$ cat src/rtl/stream_pkg.sv
// Shared types and helpers for the stream_out_fifo slice.
package stream_pkg;

  localparam int unsigned STREAM_DATA_W = 8;
  localparam int unsigned STREAM_ID_W   = 1;

  // One buffered beat as it sits in storage.
  typedef struct packed {
    logic [STREAM_DATA_W-1:0] data;
    logic [STREAM_ID_W-1:0]   id;
    logic                     last;
  } stream_beat_t;

  // $clog2 that never yields zero, so a single-entry count still gets a bit.
  function automatic int unsigned clog2_min1(input int unsigned n);
    return (n <= 1) ? 1 : $clog2(n);
  endfunction

endpackage

$ cat src/rtl/stream_fifo_mem.sv
// Beat storage for stream_out_fifo: synchronous write, asynchronous
// (show-ahead) read. Contents are intentionally not reset.
module stream_fifo_mem
  import stream_pkg::*;
#(
  parameter int unsigned DEPTH      = 8,
  parameter int unsigned ADDR_WIDTH = clog2_min1(DEPTH),
  parameter int unsigned WIDTH      = $bits(stream_beat_t)
) (
  input  logic                  clk,
  input  logic                  we_i,
  input  logic [ADDR_WIDTH-1:0] waddr_i,
  input  logic [WIDTH-1:0]      wdata_i,
  input  logic [ADDR_WIDTH-1:0] raddr_i,
  output logic [WIDTH-1:0]      rdata_o
);

  logic [WIDTH-1:0] mem_q [DEPTH];

  // Write the accepted beat into its slot.
  always_ff @(posedge clk) begin
    if (we_i) begin
      mem_q[waddr_i] <= wdata_i;
    end
  end

  assign rdata_o = mem_q[raddr_i];

endmodule

$ cat src/rtl/stream_out_fifo.sv
// Elastic output buffer behind a crossbar master port.
// Define STREAM_OUT_FIFO_PKT_MODE_EN for store-and-forward packet mode;
// without it the FIFO is cut-through.
module stream_out_fifo
  import stream_pkg::*;
#(
  parameter int unsigned T_DATA_WIDTH = 8,
  parameter int unsigned T_ID_WIDTH   = 1,
  parameter int unsigned DEPTH        = 8
) (
  input  logic                          clk,
  input  logic                          rst_n,
  input  logic [T_DATA_WIDTH-1:0]       s_data_i,
  input  logic [T_ID_WIDTH-1:0]         s_id_i,
  input  logic                          s_last_i,
  input  logic                          s_valid_i,
  output logic                          s_ready_o,
  output logic [T_DATA_WIDTH-1:0]       m_data_o,
  output logic [T_ID_WIDTH-1:0]         m_id_o,
  output logic                          m_last_o,
  output logic                          m_valid_o,
  input  logic                          m_ready_i,
  output logic [clog2_min1(DEPTH):0]    count_o
);

  localparam int unsigned ADDR_WIDTH = clog2_min1(DEPTH);
  localparam int unsigned BEAT_W     = T_DATA_WIDTH + T_ID_WIDTH + 1;

  localparam logic [ADDR_WIDTH:0]   CNT_ONE  = (ADDR_WIDTH+1)'(1);
  localparam logic [ADDR_WIDTH:0]   CNT_FULL = (ADDR_WIDTH+1)'(DEPTH);
  localparam logic [ADDR_WIDTH-1:0] PTR_ONE  = ADDR_WIDTH'(1);

  logic [ADDR_WIDTH-1:0] wr_ptr_q, wr_ptr_d;
  logic [ADDR_WIDTH-1:0] rd_ptr_q, rd_ptr_d;
  logic [ADDR_WIDTH:0]   count_q,  count_d;
  logic [BEAT_W-1:0]     wr_beat;
  logic [BEAT_W-1:0]     rd_beat;
  logic                  push;
  logic                  pop;

  assign s_ready_o = (count_q != CNT_FULL);
  assign push      = s_valid_i & s_ready_o;
  assign pop       = m_valid_o & m_ready_i;
  assign count_o   = count_q;

  assign wr_beat = {s_data_i, s_id_i, s_last_i};
  assign {m_data_o, m_id_o, m_last_o} = rd_beat;

  stream_fifo_mem #(
    .DEPTH      (DEPTH),
    .ADDR_WIDTH (ADDR_WIDTH),
    .WIDTH      (BEAT_W)
  ) u_mem (
    .clk     (clk),
    .we_i    (push),
    .waddr_i (wr_ptr_q),
    .wdata_i (wr_beat),
    .raddr_i (rd_ptr_q),
    .rdata_o (rd_beat)
  );

  // Next-state for pointers and occupancy.
  always_comb begin
    wr_ptr_d = wr_ptr_q;
    rd_ptr_d = rd_ptr_q;
    count_d  = count_q;
    if (push) begin
      wr_ptr_d = wr_ptr_q + PTR_ONE;
    end
    if (pop) begin
      rd_ptr_d = rd_ptr_q + PTR_ONE;
    end
    unique case ({push, pop})
      2'b10:   count_d = count_q + CNT_ONE;
      2'b01:   count_d = count_q - CNT_ONE;
      default: count_d = count_q;
    endcase
  end

  // Pointer and occupancy registers.
  always_ff @(posedge clk or negedge rst_n) begin
    if (!rst_n) begin
      wr_ptr_q <= '0;
      rd_ptr_q <= '0;
      count_q  <= '0;
    end else begin
      wr_ptr_q <= wr_ptr_d;
      rd_ptr_q <= rd_ptr_d;
      count_q  <= count_d;
    end
  end

`ifdef STREAM_OUT_FIFO_PKT_MODE_EN
  logic [ADDR_WIDTH:0] pkt_cnt_q, pkt_cnt_d;
  logic                push_last;
  logic                pop_last;

  assign push_last = push & s_last_i;
  assign pop_last  = pop & m_last_o;

  // A full FIFO is released even without a complete packet so that packets
  // longer than DEPTH stream out instead of deadlocking.
  assign m_valid_o = (pkt_cnt_q != '0) | (count_q == CNT_FULL);

  // Next-state for the count of complete packets held.
  always_comb begin
    pkt_cnt_d = pkt_cnt_q;
    unique case ({push_last, pop_last})
      2'b10:   pkt_cnt_d = pkt_cnt_q + CNT_ONE;
      2'b01:   pkt_cnt_d = pkt_cnt_q - CNT_ONE;
      default: pkt_cnt_d = pkt_cnt_q;
    endcase
  end

  // Complete-packet counter register.
  always_ff @(posedge clk or negedge rst_n) begin
    if (!rst_n) begin
      pkt_cnt_q <= '0;
    end else begin
      pkt_cnt_q <= pkt_cnt_d;
    end
  end
`else
  assign m_valid_o = (count_q != '0);
`endif

endmodule

$ cat config.mk
export PLATFORM = sky130hd
export DESIGN_NAME = stream_out_fifo
export DESIGN_NICKNAME = d
export VERILOG_FILES = /design/src/rtl/stream_pkg.sv /design/src/rtl/stream_fifo_mem.sv /design/src/rtl/stream_out_fifo.sv
export SDC_FILE = /design/constraint.sdc
export NUM_CORES = 1
export LEC_CHECK = 0
export ABC_AREA = 1
export BUFFER_PORTS_ARGS = -buffer_cell sky130_fd_sc_hd__buf_4
export CAP_MARGIN = 25
export CORE_MARGIN = 2
export CORE_UTILIZATION = 45
export DETAILED_ROUTE_END_ITERATION = 7
export GPL_TIMING_DRIVEN = 0
export HOLD_SLACK_MARGIN = 0.05
export PLACE_DENSITY = 0.7
export SLEW_MARGIN = 20
export SYNTH_ARGS = -nofsm -noshare
export SYNTH_HDL_FRONTEND = slang
export SYNTH_HIERARCHICAL = 1
export SYNTH_SLANG_ARGS = --single-unit
$ cat constraint.sdc
create_clock -name clk -period 2.65 [get_ports clk]
set_input_delay 0.265 -clock clk [delete_from_list [all_inputs] [get_ports clk]]
set_output_delay 0.265 -clock clk [all_outputs]
set_load 0.02 [all_outputs]
==> metrics <==
I/O pin count=30; FP Rows=35; Commonest cells post-synth=nand2_1, inv_1, edfxtp_1; CP required=2900 ps; Core Box Area=0.00915 sq mm; final setup margin=541 ps; layout cells sized above 1=17.3%; FF+latch count, synth=90; Async S/R FF share, synth=11.1%; Post-Layout Cell Count=590; clock skew=10.4 ps; top layer in use=met4; Synth area leader=edfxtp_1; number of flops mapped to enable cells by yosys=80; met2 wire len=4.39 mm; power per cell area=1090 mW/mm^2; transition time of the tightest slew-check pin=1010 ps; ANT cells=0; Synthesis Warnings=6; Starting Density=46.0%; initial antenna violation count=0; final hold violation count=0; Die Y=101 um; CP Class=reg2reg; cell area after synthesis=0.00421 sq mm; Mapped Nets=448; Vias/cell=4.82; final setup fails=0; DIE WIDTH=101 um; routed via count=2845; leakage=2.26 nW; DR pass1 iterations=4; worst r2r path cells=11; pin count of the biggest net entering global routing=16; Yosys top cell area share=57.1%; All-Layer GR Usage=18.6%; PortBufs=29; Worst setup EP type=register; Reg clk slew, reported paths=100 ps; Max Buffers Root-to-Sink=2; Total Wirelength=8.68 mm; final design utilization=52.5%; clk_lat worst skew=360 ps; grt total ovfl=0; minimum clock period=2110 ps; crit path DAT=2360 ps; Max-slew headroom=32.1%; Placement Setup Slack=528 ps; Placed Area=0.00456 sq mm; RSZ-0062 raised after global routing=no; class of the worst hold path=in2reg; Final Max Slew Viols=0; Netlist cell types=25; Fmax=474 MHz; Detail Placement HPWL=5.72 mm; DRC viols=0; detailed router's first-iteration violation count=133; most numerous cell in the Yosys netlist=nand2_1; cts repair resizes=0; Final nets=494; syn avg cell area=9.83 sq um; routability cong.=0.820; placed cells=568; Layout area overhead=14.2%; sequential fraction of the synthesis area=63.1%; Antenna Nets Post-Route=0; setup_tns=0 ps; Maximum Capacitance Violations=0; CTS tree=done; ys flop type=edfxtp_1; Critical Path Fanout Max=5; status=complete, no violations; post-route cell area=0.00480 sq mm; Max VDD drop=550 uV; H-tree depth=3; Num Clock Sinks=90; global-route wire length before repair=14.1 mm; routed length on met3=625 um; largest cells by area after synthesis=edfxtp_1, nand2_1, inv_1; die area=0.0101 sq mm; root buf cell=clkbuf_8; WL per Instance=14.7 um; worst hold path depth=1; nature of the critical path startpoint=register; M1 wire length=3.48 mm; CTS buffer count=9; Final Cycle Share=79.6%; Syn Inst Count=428; vias in the first global route=2954
layout by cell type (no fill, tap or decap), types with 2 or more instances in the layout:
cell and count:
inv_1 89, ha_1 5, nand2_4 2, clkinvlp_4 3, nand2_2 12, nand3_1 42, inv_2 2, clkinv_1 2
clkbuf_8 9, xnor2_1 6, buf_4 39, nor2_1 10, dfrtp_1 10, o21ai_0 3, nand2_1 143, xor2_1 2
edfxtp_1 80, buf_6 4, buf_2 4
layout make-up:
type                       instances  area, sq um
fill                             834         4350
sequential                        90         2650
multi-input combinational        231         1080
inverter                          93          354
timing repair buffer              35          265
tap                              111          139
clock buffer                       9          124
buffer                            14          118
clock inverter                     7         70.1
cell families (layout without fill, tap and decap cells):
kind of cell | after synthesis | after routing | share of synthesized area (%)
compound gates | 5 | 5 | 0.595
xor+xnor | 8 | 8 | 1.67
simple gates | 212 | 212 | 21.5
fa+ha+maj | 6 | 6 | 1.96
flops | 90 | 90 | 63.1
buf+inv | 107 | 158 | 11.2
where the power goes:
group | total (W) | switching [W] | internal (W) | leakage, nW
Sequential | 0.00196 | 0.000151 | 0.00180 | 0.848
Combinational | 0.00236 | 0.00147 | 0.000890 | 1.33
Clock | 0.000917 | 0.000485 | 0.000432 | 0.0889
Total | 0.00523 | 0.00211 | 0.00313 | 2.26
metrics by stage:
| stage | power, W | hold WS, ps |
|---|---|---|
| after floorplan | 0.00356 | -30.6 |
| after global placement | 0.00424 | 101 |
| after detailed placement | 0.00433 | 109 |
| after CTS | 0.00525 | 133 |
| after global routing | 0.00562 | 140 |
| final | 0.00523 | 144 |
path summary, 6_finish.rpt:
| path | startpoint | endpoint | slack, ps |
|---|---|---|---|
| worst max-delay path | count_o[1] | count_o[3] | 540 |
| worst min-delay path | s_data_i[3] | u_mem/mem_q[7][5] | 140 |
| worst max register to register | count_o[1] | count_o[3] | 540 |
| worst min register to register | wr_ptr_q[0] | wr_ptr_q[0] | 540 |
| max in group asynchronous | rst_n | wr_ptr_q[2] | 2230 |
| min in group asynchronous | rst_n | rd_ptr_q[0] | 280 |
what timing repair did:
| item | 4_1_cts | 5_1_grt |
|---|---|---|
| endpoints found under the hold margin | 10 | 0 |
| setup buffers | 0 | 0 |
| hold buffers | 1 | 0 |
flip-flops by register name (all words and copies together) (netlist names):
register,cells
u_mem/mem_q,80
wr_ptr_q,3
rd_ptr_q,3
count_o,4
worst max-delay path, cell delays in order, from the launching register on:
cell	delay, ps
dfrtp_1	450
nor2_2	180
nand2_2	90
nand2_4	90
inv_2	40
ha_1	250
ha_1	370
or2_2	290
nand2_1	70
nand2_1	50
nand3_1	70
nand2_1	50
routing by layer:
| metal | GRT usage [%] | vias to the layer above |
|---|---|---|
| met5 | 0 | - |
| met4 | 8.85 | 0 |
| met3 | 3.05 | 18 |
| met2 | 31.7 | 93 |
| met1 | 23.0 | 1324 |
| li1 | - | 1410 |
(Power assumes the default switching activity.)
